<file path="config.mk">
export PLATFORM = sky130hd
export DESIGN_NAME = mc_ctrl
export DESIGN_NICKNAME = d
export VERILOG_FILES = /design/src/rtl/mc_ctrl.sv
export SDC_FILE = /design/constraint.sdc
export NUM_CORES = 1
export LEC_CHECK = 0
export BUFFER_PORTS_ARGS = -buffer_cell sky130_fd_sc_hd__buf_2
export CAP_MARGIN = 20
export CELL_PAD_IN_SITES_DETAIL_PLACEMENT = 0
export CELL_PAD_IN_SITES_GLOBAL_PLACEMENT = 2
export CORE_UTILIZATION = 31
export CTS_CLUSTER_DIAMETER = 150
export DETAILED_ROUTE_END_ITERATION = 8
export GPL_TIMING_DRIVEN = 1
export PLACE_DENSITY_LB_ADDON = 0.1
export SYNTH_ARGS = -nofsm -noshare
export SYNTH_HDL_FRONTEND = slang
export SYNTH_SLANG_ARGS = --single-unit
</file>
<file path="constraint.sdc">
create_clock -name clk -period 3.8 [get_ports clk]
set_clock_uncertainty 0.05 [all_clocks]
set_input_delay 0.38 -clock clk [delete_from_list [all_inputs] [get_ports clk]]
set_output_delay 0.38 -clock clk [all_outputs]
set_load 0.01 [all_outputs]
</file>
<file path="src/rtl/mc_ctrl.sv">
// Multi-cycle control FSM: fetch, decode, execute, memory and write-back sequencing
// for a small RV32 subset, with a sticky illegal-opcode trap and a retired counter.
module mc_ctrl #(
    parameter int RETIRE_W = 32
) (
    input  logic                clk,
    input  logic                rst_n,
    input  logic [31:0]         inst,
    input  logic                mem_ready,
    input  logic                branch_taken,
    output logic [2:0]          imm_sel,
    output logic                mem_req,
    output logic                mem_we,
    output logic                addr_sel,
    output logic                ir_we,
    output logic                pc_we,
    output logic                pc_src,
    output logic                reg_we,
    output logic                alu_src_b,
    output logic                wb_sel,
    output logic                illegal,
    output logic [2:0]          state,
    output logic [RETIRE_W-1:0] retired
);

    localparam logic [2:0] S_IDLE   = 3'b000;
    localparam logic [2:0] S_FETCH  = 3'b001;
    localparam logic [2:0] S_DECODE = 3'b010;
    localparam logic [2:0] S_EXEC   = 3'b011;
    localparam logic [2:0] S_MEM    = 3'b100;
    localparam logic [2:0] S_WB     = 3'b101;
    localparam logic [2:0] S_TRAP   = 3'b110;

    localparam logic [2:0] C_R     = 3'd0;
    localparam logic [2:0] C_SHIFT = 3'd1;
    localparam logic [2:0] C_ALUI  = 3'd2;
    localparam logic [2:0] C_LOAD  = 3'd3;
    localparam logic [2:0] C_STORE = 3'd4;
    localparam logic [2:0] C_BR    = 3'd5;
    localparam logic [2:0] C_U     = 3'd6;

    logic [2:0]          state_q, state_d;
    logic [2:0]          imm_sel_q, imm_sel_d;
    logic [2:0]          cls_q, cls_d;
    logic                illegal_q, illegal_d;
    logic                run_q, run_d;
    logic [RETIRE_W-1:0] retired_q, retired_d;

    logic       dec_legal;
    logic [2:0] dec_cls;
    logic [2:0] dec_imm;

    always_comb begin
        dec_legal = 1'b1;
        dec_cls   = C_R;
        dec_imm   = 3'b000;
        case (inst[6:0])
            7'b0110011: begin dec_cls = C_R;     dec_imm = 3'b000; end
            7'b0010011: begin
                if (inst[14:12] == 3'b001 || inst[14:12] == 3'b101) begin
                    dec_cls = C_SHIFT;
                    dec_imm = 3'b000;
                end else begin
                    dec_cls = C_ALUI;
                    dec_imm = 3'b001;
                end
            end
            7'b0000011: begin dec_cls = C_LOAD;  dec_imm = 3'b001; end
            7'b0100011: begin dec_cls = C_STORE; dec_imm = 3'b010; end
            7'b1100011: begin dec_cls = C_BR;    dec_imm = 3'b011; end
            7'b0110111,
            7'b0010111: begin dec_cls = C_U;     dec_imm = 3'b100; end
            default:    dec_legal = 1'b0;
        endcase
    end

    always_comb begin
        state_d   = state_q;
        imm_sel_d = imm_sel_q;
        cls_d     = cls_q;
        illegal_d = illegal_q;
        run_d     = run_q;
        retired_d = retired_q;
        case (state_q)
            // run_q delays the first FETCH to the second edge after reset release.
            S_IDLE: begin
                run_d = 1'b1;
                if (run_q) state_d = S_FETCH;
            end
            S_FETCH: if (mem_ready) state_d = S_DECODE;
            S_DECODE: begin
                if (dec_legal) begin
                    cls_d     = dec_cls;
                    imm_sel_d = dec_imm;
                    state_d   = S_EXEC;
                end else begin
                    illegal_d = 1'b1;
                    state_d   = S_TRAP;
                end
            end
            S_EXEC: begin
                if (cls_q == C_BR)
                    state_d = S_FETCH;
                else if (cls_q == C_LOAD || cls_q == C_STORE)
                    state_d = S_MEM;
                else
                    state_d = S_WB;
            end
            S_MEM: begin
                if (mem_ready) state_d = (cls_q == C_LOAD) ? S_WB : S_FETCH;
            end
            S_WB:    state_d = S_FETCH;
            S_TRAP:  state_d = S_TRAP;
            default: state_d = S_IDLE;
        endcase
        if (state_d == S_FETCH &&
            (state_q == S_EXEC || state_q == S_MEM || state_q == S_WB))
            retired_d = retired_q + RETIRE_W'(1);
    end

    always_ff @(posedge clk or negedge rst_n) begin
        if (!rst_n) begin
            state_q   <= S_IDLE;
            imm_sel_q <= 3'b000;
            cls_q     <= C_R;
            illegal_q <= 1'b0;
            run_q     <= 1'b0;
            retired_q <= '0;
        end else begin
            state_q   <= state_d;
            imm_sel_q <= imm_sel_d;
            cls_q     <= cls_d;
            illegal_q <= illegal_d;
            run_q     <= run_d;
            retired_q <= retired_d;
        end
    end

    // Strobes decode from the registered state only, so an asynchronous reset clears them at once.
    always_comb begin
        mem_req   = (state_q == S_FETCH) || (state_q == S_MEM);
        mem_we    = (state_q == S_MEM) && (cls_q == C_STORE);
        addr_sel  = (state_q == S_MEM);
        ir_we     = (state_q == S_FETCH) && mem_ready;
        pc_we     = ((state_q == S_FETCH) && mem_ready) ||
                    ((state_q == S_EXEC) && (cls_q == C_BR) && branch_taken);
        pc_src    = (state_q == S_EXEC) && (cls_q == C_BR);
        reg_we    = (state_q == S_WB);
        alu_src_b = (state_q == S_EXEC) && (cls_q != C_R) && (cls_q != C_BR);
        wb_sel    = (state_q == S_WB) && (cls_q == C_LOAD);
    end

    assign imm_sel = imm_sel_q;
    assign illegal = illegal_q;
    assign state   = state_q;
    assign retired = retired_q;

endmodule

</file>
==> After elaboration in Yosys (flattened, before gate mapping) <==
Index checks and enable logic that the tools add are counted.
{ "word_totals": {"register_bits": 43, "input_bits": 36, "out_inout_bits": 48, "elab_cells": 61} }
{ "op_classes": {"add_sub_neg": 1, "n_eq_ne": 20, "muxes": 13, "bitwise_logic": 1, "n_reduce_logical": 20} }
{ "op_table": {"columns": ["op", "count"], "rows": [
  ["adder 32 x 1 -> 32 bit, second input constant", 1],
  ["case mux 3 bit (5 select lines)", 2],
  ["equality test 7 x 6 -> 1 bit, second input constant", 3],
  ["case mux 3 bit (7 select lines)", 1],
  ["equality test 3 bit, second input constant", 6],
  ["two-way mux 3 bit", 6],
  ["equality test 7 x 5 -> 1 bit, second input constant", 2],
  ["equality test 3 x 1 -> 1 bit, second input constant", 3],
  ["equality test 3 x 2 -> 1 bit, second input constant", 3],
  ["logical AND 1 bit", 8],
  ["equality test 7 x 2 -> 1 bit, second input constant", 1],
  ["equality test 7 bit, second input constant", 1],
  ["OR reduction 7 bit", 1],
  ["logical OR 1 bit", 6],
  ["AND reduction 2 bit", 2],
  ["zero test 3 bit", 1],
  ["two-way mux 1 bit", 3],
  ["inequality test 3 bit, second input constant", 1],
  ["nonzero test 3 bit", 1],
  ["two-way mux 2 bit", 1],
  ["OR reduction 2 bit", 1],
  ["inverter 1 bit", 1]
]} }

==> Depth between registers and ports, before layout <==
Gate-level depths: netlist of run 1.
{ "depth": {"depth_word": 7, "ltp_mapped": 6, "mapped_depth_nobuf": 5} }

==> Worst setup path before layout of run 1 <==
No wires, ideal clock.
{ "synth_path": {"path_kind": "register to register", "from": "register retired_q[10], in the netlist retired[10]", "to": "register retired_q[29], in the netlist retired[29]", "setup_ns": 0.125, "t_arrival_ns": 1.795, "path_slack_ns": 1.830, "path_stages_with_launch": 6, "n_path_buf": 0, "synth_period_minus_slack_ns": 1.970, "cell_sequence": "dfrtp_1 > nand3_1 > or4_4 > nor4_4 > nand4_1 > xnor2_1"} }
{ "synth_between": {"elab_chain_cells": 1} }
{ "synth_rtl": {"columns": ["item", "line", "source"], "rows": [
  ["start, declared", "47", "logic [RETIRE_W-1:0] retired_q, retired_d;"],
  ["start signal, assigned", "135", "retired_q <= retired_d;"],
  ["adder 32 x 1 -> 32 bit", "118", "retired_d = retired_q + RETIRE_W'(1);"]
]} }
No other way between the ends.
A chain may end at the register's enable or synchronous reset.

==> Final worst setup path of run 1 <==
{ "layout_path": {"from": "register state_q[1], in the netlist state[1]", "to": "register retired_q[7], in the netlist retired[7]"} }
{ "layout_between": {"elab_chain_cells": 4, "elab_cells_between_ends": 15, "cone_classes": "7 x eq/ne; 4 x mux; 4 x reduce/logical"} }
{ "layout_rtl": {"columns": ["item", "line", "source"], "rows": [
  ["start, declared", "42", "logic [2:0] state_q, state_d;"],
  ["start signal, assigned", "130", "state_q <= state_d;"],
  ["equality test 3 bit (tied with other cells)", "84", "case (state_q)"],
  ["case mux 3 bit (7 select lines) or logical OR 1 bit (tied branches)", "84, 117", null],
  ["equality test 3 x 1 -> 1 bit or logical OR 1 bit (tied branches)", "116, 117", null],
  ["logical AND 1 bit (*)", "116", "if (state_d == S_FETCH &&"]
]} }
Mark *: on every way between the ends. The rest lies on a longest branch, timed or not.

==> reports/metrics.yaml, run 1 <==
outcome: "finished, final reports clean"
fin_crit_sh_pct: 58.1
cts_setup_buffers: 0
syn2layout_area_growth_pct: 23.8
via_per_inst: 4.84
synth.net_count: 251
grt_max_degree: 44
cts_buffer_depth: 2
synth.largest_area_cell: "dfrtp_1"
final_util_pct: 39.6
ios: 84
initialDrtViolationCount: 44
die_h_um: 85.5
crit_fanout: 14
antenna_found_initial: 0
num-fill-cells: 702
worstSetupStartpointType: "flip-flop"
die-width_um: 85.5
cp.arrival_ns: 2.33
clock_latency_ns: 0.29
ys_async_sr_fraction_pct: 100
numCtsBuffers: 5
finalSetupTns_ns: 0
worstSetupEndpointType: "flip-flop"
drv_slew: 0
first_global_vias: 1684
cts_max_level: 2
cp_data_required_time_ns: 3.93
reg2reg_depth: 5
synth-seq-cells: 43
yosysWarnings: 0
final_cell_mix: "buf_2 (60), dfrtp_1 (43), nor2_1 (24), xnor2_1 (21), nand2_1 (19)"
drtPass1Iterations: 4
grt_overflow_total: 0
synth_cell_types: 35
track_usage_pct: 14.2
setup_ws_ns: 1.59
cts_tree: "done"
clockRootBuffer: "clkbuf_8"
stdcell_area_sq_um: 2670
diodes: 0
post-route-min-period_ns: 2.21
routed_wl_um: 4870
synth_edf_count: 0
r2r_setup_slack_ns: 1.59
syn_inst: 214
drv_cap: 0
max_freq_mhz: 453
postCtsHoldBufs: 0
hold_class: "primary input to asynchronous set/reset pin"
final_common_cell: "buf_2"
leakage_nw: 1.34
synthTopCellsByArea: "dfrtp_1 (50%), xnor2_1 (8.5%), xor2_1 (4.9%)"
r2r_end: "retired[7]"
hold_viol: 0
drive_above_1_share_pct: 27.9
dp_worst_setup_slack_ns: 1.64
rsz0062_at_grt: "no"
cts_resized: 0
clk_pin_slew_ns: 0.08
post-dp-hpwl_um: 3540
ant_nets: 0
peakVddDrop_uv: 193
total_power_mw: 1.33
grt_pass1_wl_um: 8140
max-slew-margin-rel_pct: 54.5
core_sq_um: 6760
dpl-instance-area_sq_um: 2540
cellPowerDensity_nw_per_um2: 498
cts_sinks: 43
regToRegStartpoint: "state[1]"
port_buffers: 60
drc: 0
start_util_pct: 32.0
crit_type: "flip-flop to flip-flop"
wl_per_cell_um: 13.5
vias: 1741
final-setup-viol-count: 0
worst_slew_pin_slew_ns: 0.683
place.gp.congestion: 0.691
rows: 30
die-area_sq_um: 7300
synthFlopType: "dfrtp_1"
yosysSeqAreaShare_pct: 49.8
final_nets: 316
avgSynthCellArea_sq_um: 10.1
yosysTopAreaCellShare_pct: 49.8
syn_area_sq_um: 2160
[state kept, by name, summed over array words and instances (netlist names)]
| register | cells |
|---|---|
| illegal | 1 |
| imm_sel | 3 |
| cls_q | 3 |
| retired | 32 |
| state | 3 |
| run_q | 1 |
[critical path, cell delays in order (launching register included)]
cell	delay, ns
dfrtp_1	0.61
and4b_1	0.26
o22ai_1	0.22
nor3_1	0.60
nand3_1	0.19
xnor2_1	0.15
[cell usage after synthesis, drive strengths merged (2+ instances only)]
cell,instances
and3,5
and3b,2
xor2,12
xnor2,21
inv,3
a22o,2
or4,2
o21ai,2
nand2b,5
or2,3
buf,3
a21o,3
nand3b,4
nor2,24
a21oi,6
nor2b,4
a221oi,2
or3,3
dfrtp,43
nand3,17
and4,3
nand4,4
nand2,19
mux2,2
nor3,11
[final cells by class]
class / instances / area [sq um] / area share (%)
flip-flops and latches: 43 / 1080 / 40.3
multi-input cells: 165 / 1060 / 39.6
repair buffers: 61 / 328 / 12.3
clock buffers: 8 / 100 / 3.75
well taps: 80 / 100 / 3.75
inverters: 3 / 11.3 / 0.421
[worst max-delay path by stage]
stage	startpoint	slack (ns)	depth (start not counted)	end
global placement	state[1]	1.58	5	retired[5]
global route	state[1]	1.40	5	retired[13]
finish	state[1]	1.59	5	retired[7]
detailed placement	retired[10]	1.64	5	retired[29]
floorplan	retired[10]	1.83	5	retired[29]
CTS	state[1]	1.61	5	retired[7]
[logic make-up after synthesis]
| family | synth area share (%) |
|---|---|
| compound gates | 5.56 |
| xor+xnor | 13.4 |
| simple gates | 28.4 |
| flops | 49.8 |
| mux | 1.04 |
| fa+ha+maj | 0.579 |
| buf+inv | 1.22 |
[metrics by stage]
stage | std cells | hold slack [ns]
after floorplan | 214 | 0.0344
after global placement | 351 | 0.406
after detailed placement | 351 | 0.407
after CTS | 359 | 0.229
after global routing | 360 | 0.0365
final | 360 | 0.00244
[power breakdown]
group	switching, mW	internal (mW)
Sequential	0.100	0.518
Combinational	0.216	0.174
Clock	0.156	0.166
Total	0.473	0.859
[layer usage]
layer | track usage (%) | wire length [um] | part of all wire (%) | vias up
li1 | - | - | - | 876
met1 | 20.2 | 2530 | 52 | 824
met2 | 21.5 | 2130 | 44 | 36
met3 | 3.21 | 164 | 3.4 | 5
met4 | 4.09 | 45 | 0.92 | 0
met5 | 0 | 0 | 0 | -
No activity file was read; power rests on OpenSTA's default activity.
==> run 2, diff against run 1 <==
--- a/config.mk
+++ b/config.mk
@@ -5,11 +5,12 @@
 export SDC_FILE = /design/constraint.sdc
 export NUM_CORES = 1
 export LEC_CHECK = 0
+export ABC_AREA = 1
 export BUFFER_PORTS_ARGS = -buffer_cell sky130_fd_sc_hd__buf_2
 export CAP_MARGIN = 20
 export CELL_PAD_IN_SITES_DETAIL_PLACEMENT = 0
 export CELL_PAD_IN_SITES_GLOBAL_PLACEMENT = 2
-export CORE_UTILIZATION = 31
+export CORE_UTILIZATION = 25
 export CTS_CLUSTER_DIAMETER = 150
 export DETAILED_ROUTE_END_ITERATION = 8
 export GPL_TIMING_DRIVEN = 1
==> constraint.sdc (replaced) <==
create_clock -name clk -period 1.8 [get_ports clk]
set_clock_uncertainty 0.05 [all_clocks]
set_input_delay 0.18 -clock clk [delete_from_list [all_inputs] [get_ports clk]]
set_output_delay 0.18 -clock clk [all_outputs]
set_load 0.01 [all_outputs]
==> run 2 against run 1 <==
Compared with the run above: core utilization is 2.5 points lower; sequential power grew 84%; area after synthesis grew 28%; critical path depth grew 4; final cell count is 83% higher; routed wire length grew 80%; global-route usage increased by 2.1 points; combinational power rose to 4.3 times the previous value; flip-flop and latch count did not move; critical path type unchanged; die area up 57%.
==> reports/metrics.yaml, run 2 <==
outcome: "finished, final reports clean"  # unchanged
cts_buffer_depth: 2  # unchanged
post-route-min-period_ns: 1.70  # was 2.21 ns
drive_above_1_share_pct: 30.5  # was 27.9%
synth_common_cells: "nand2_1 (182), nor2_1 (45), dfrtp_1 (43), inv_1 (37), xor2_1 (21)"  # was dfrtp_1 (43), nor2_1 (24), xnor2_1 (21), nand2_1 (19), nand3_1 (17)
crit_fanout: 15  # was 14
finalNonFillerCells: 658  # was 360
synth_cell_types: 29  # was 35
final_nets: 558  # was 316
clock_latency_ns: 0.30  # was 0.29 ns
place_inst: 644  # was 351
post-dp-hpwl_um: 6740  # was 3540 um
drv_cap: 0  # unchanged
diodes: 0  # unchanged
core_sq_um: 10500  # was 6760 sq um
initialDrtViolationCount: 96  # was 44
syn2layout_area_growth_pct: 41.2  # was 23.8%
track_usage_pct: 16.3  # was 14.2%
grt_overflow_total: 0  # unchanged
slowest_stage: "dfrtp_2"  # was dfrtp_1
clk_pin_slew_ns: 0.09  # was 0.08 ns
grt_max_degree: 23  # was 44
worstSetupEndpointType: "flip-flop"  # unchanged
hold_viol: 0  # unchanged
die_h_um: 107  # was 85.5 um
drv_slew: 0  # unchanged
first_global_vias: 2717  # was 1684
final_cell_mix: "nand2_1 (180), buf_2 (60), buf_4 (47), nor2_1 (38), dfrtp_1 (38)"  # was buf_2 (60), dfrtp_1 (43), nor2_1 (24), xnor2_1 (21), nand2_1 (19)
final-setup-viol-count: 0  # unchanged
largest_register_ffs: 32  # unchanged
cts_sinks: 43  # unchanged
fin_crit_sh_pct: 94.5  # was 58.1%
synthFlopType: "dfrtp_1"  # unchanged
intPower_mw: 2.23  # was 0.859 mW
swShare_pct: 38.8  # was 35.5%
yosysTopAreaCellShare_pct: 39.0  # was 49.8%
netSwitchingPower_mw: 1.41  # was 0.473 mW
pwr-share-comb_pct: 46.1  # was 29.3%
synth-simple-area-share_pct: 42.2  # was 28.4%
die-area_sq_um: 11500  # was 7300 sq um
start_util_pct: 26.2  # was 32.0%
synth_fa_ha_area_share_pct: 0.454  # was 0.579%
worst_slew_pin_slew_ns: 0.546  # was 0.683 ns
wl_per_cell_um: 13.3  # was 13.5 um
cellPowerDensity_nw_per_um2: 936  # was 498 nW/um^2
ios: 84  # unchanged
rows: 37  # was 30
worstSetupStartpointType: "flip-flop"  # unchanged
synth_compound_area_share_pct: 2.63  # was 5.56%
numCtsBuffers: 5  # unchanged
max_freq_mhz: 588  # was 453 MHz
synth_top_family_by_area: "simple AND/OR/NAND/NOR gates"  # unchanged
crit_type: "flip-flop to flip-flop"  # unchanged
p_seq_share_pct: 31.4  # was 46.4%
antenna_found_initial: 0  # unchanged
slowest_delay_ns: 0.45  # was 0.61 ns
clockRootBuffer: "clkbuf_8"  # unchanged
ys_async_sr_fraction_pct: 100  # unchanged
vias: 2837  # was 1741
max-slew-margin-rel_pct: 63.6  # was 54.5%
finalSetupTns_ns: 0  # unchanged
cts_max_level: 2  # unchanged
routed_wl_um: 8750  # was 4870 um
synthTopCellsByArea: "dfrtp_1 (39%), nand2_1 (25%), xor2_1 (6.7%)"  # was dfrtp_1 (50%), xnor2_1 (8.5%), xor2_1 (4.9%)
synth.net_count: 442  # was 251
dp_worst_setup_slack_ns: -0.188  # was 1.64 ns
cp_data_required_time_ns: 1.95  # was 3.93 ns
leakage_nw: 2.07  # was 1.34 nW
final_common_cell: "nand2_1"  # was buf_2
dpl-instance-area_sq_um: 3580  # was 2540 sq um
drc: 0  # unchanged
synthMuxAreaShare_pct: 0  # was 1.04%
stdcell_area_sq_um: 3890  # was 2670 sq um
synth-seq-cells: 43  # unchanged
avgSynthCellArea_sq_um: 6.81  # was 10.1 sq um
hold_class: "primary input to flip-flop"  # was primary input to asynchronous set/reset pin
port_buffers: 60  # unchanged
path_cells: "buf_4, nor3_4, buf_6, nand3_4, nand3_4, nor2_4, buf_12, nand2_1, nand2_1"  # was and4b_1, o22ai_1, nor3_1, nand3_1, xnor2_1
rsz0062_at_grt: "yes"  # was no
clkPwrFrac_pct: 22.5  # was 24.2%
synth.largest_area_cell: "dfrtp_1"  # unchanged
place.gp.congestion: 0.791  # was 0.691
synth_edf_count: 0  # unchanged
via_per_inst: 4.31  # was 4.84
syn_area_sq_um: 2760  # was 2160 sq um
cts_tree: "done"  # unchanged
synth_xor_xnor_area_share_pct: 8.26  # was 13.4%
die-width_um: 107  # was 85.5 um
yosysWarnings: 0  # unchanged
drtPass1Iterations: 4  # unchanged
grt_pass1_wl_um: 14300  # was 8140 um
syn_inst: 405  # was 214
yosysMostFrequentCell: "nand2_1"  # was dfrtp_1
cp.arrival_ns: 1.85  # was 2.33 ns
ant_nets: 0  # unchanged
setup_ws_ns: 0.0990  # was 1.59 ns
yosysSeqAreaShare_pct: 39.0  # was 49.8%
peakVddDrop_uv: 341  # was 193 uV
-- run 2: stage by stage --
stage / utilization, % / total power, mW / hold slack (ns)
after floorplan: - / 1.94 / -0.166
after CTS: 35.9 / 3.60 / 0.205
final: 37.0 / 3.64 / 0.188
after global routing: 37.0 / 3.89 / 0.228
after global placement: 34.0 / 2.55 / 0.151
after detailed placement: 34.0 / 2.56 / 0.155
-- run 2: worst paths after layout --
path | endpoint | cells past startpoint | slack (ns) | start
max in group asynchronous | retired[7] | 3 | 0.83 | rst_n
worst min-delay path | cls_q[0] | 3 | 0.19 | inst[12]
worst max-delay path | retired[27] | 9 | 0.1 | state[0]
min in group asynchronous | state[1] | 2 | 0.33 | rst_n
worst min register to register | illegal | 2 | 0.41 | illegal
worst max register to register | retired[27] | 9 | 0.1 | state[0]
-- run 2: what timing repair did --
action	in CTS	in global routing
pin swaps	2	2
gates resized for setup	8	28
cloned	1	0
setup buffers	3	1
endpoints found under the setup margin	30	33
hold endpoints to repair	21	0
hold buffers	1	0
-- run 2: layout make-up --
cell class              instances  area [sq um]
clock inverters                 2          35.0
clock buffers                   6          82.6
multi-input cells             317          1600
flip-flops and latches         43          1080
well taps                     136           170
inverters                      40           153
fillers                      1176          6620
repair buffers                114           766
-- run 2: critical path: cells and delay by family (launching register included) --
family                 cells  cell delay (ns)
flip-flops                 1             0.45
buffers and inverters      3             0.44
AND/OR/NAND/NOR            6             0.65
-- run 2: logic make-up after synthesis --
kind of cell	count (synthesis)
flip-flops	43
buffers and inverters	46
XOR/XNOR	26
adder cells (fa/ha/maj)	1
AO/OA/AOI/OAI	12
AND/OR/NAND/NOR	277
-- run 2: power by group through the flow --
stage               clock [mW]  combinational, mW  sequential (mW)
finish                   0.820               1.68             1.14
global route             0.891               1.84             1.16
global placement             0               1.40             1.15
detailed placement           0               1.40             1.15
CTS                      0.850               1.62             1.13
floorplan                    0              0.755             1.18
-- run 2: metal layers --
metal	wire length, um	part of all wire [%]	global-route usage [%]
met1	4700	54	24.8
met2	3670	42	24.2
met3	318	3.6	2.25
met4	63	0.72	3.23
met5	0	0	0
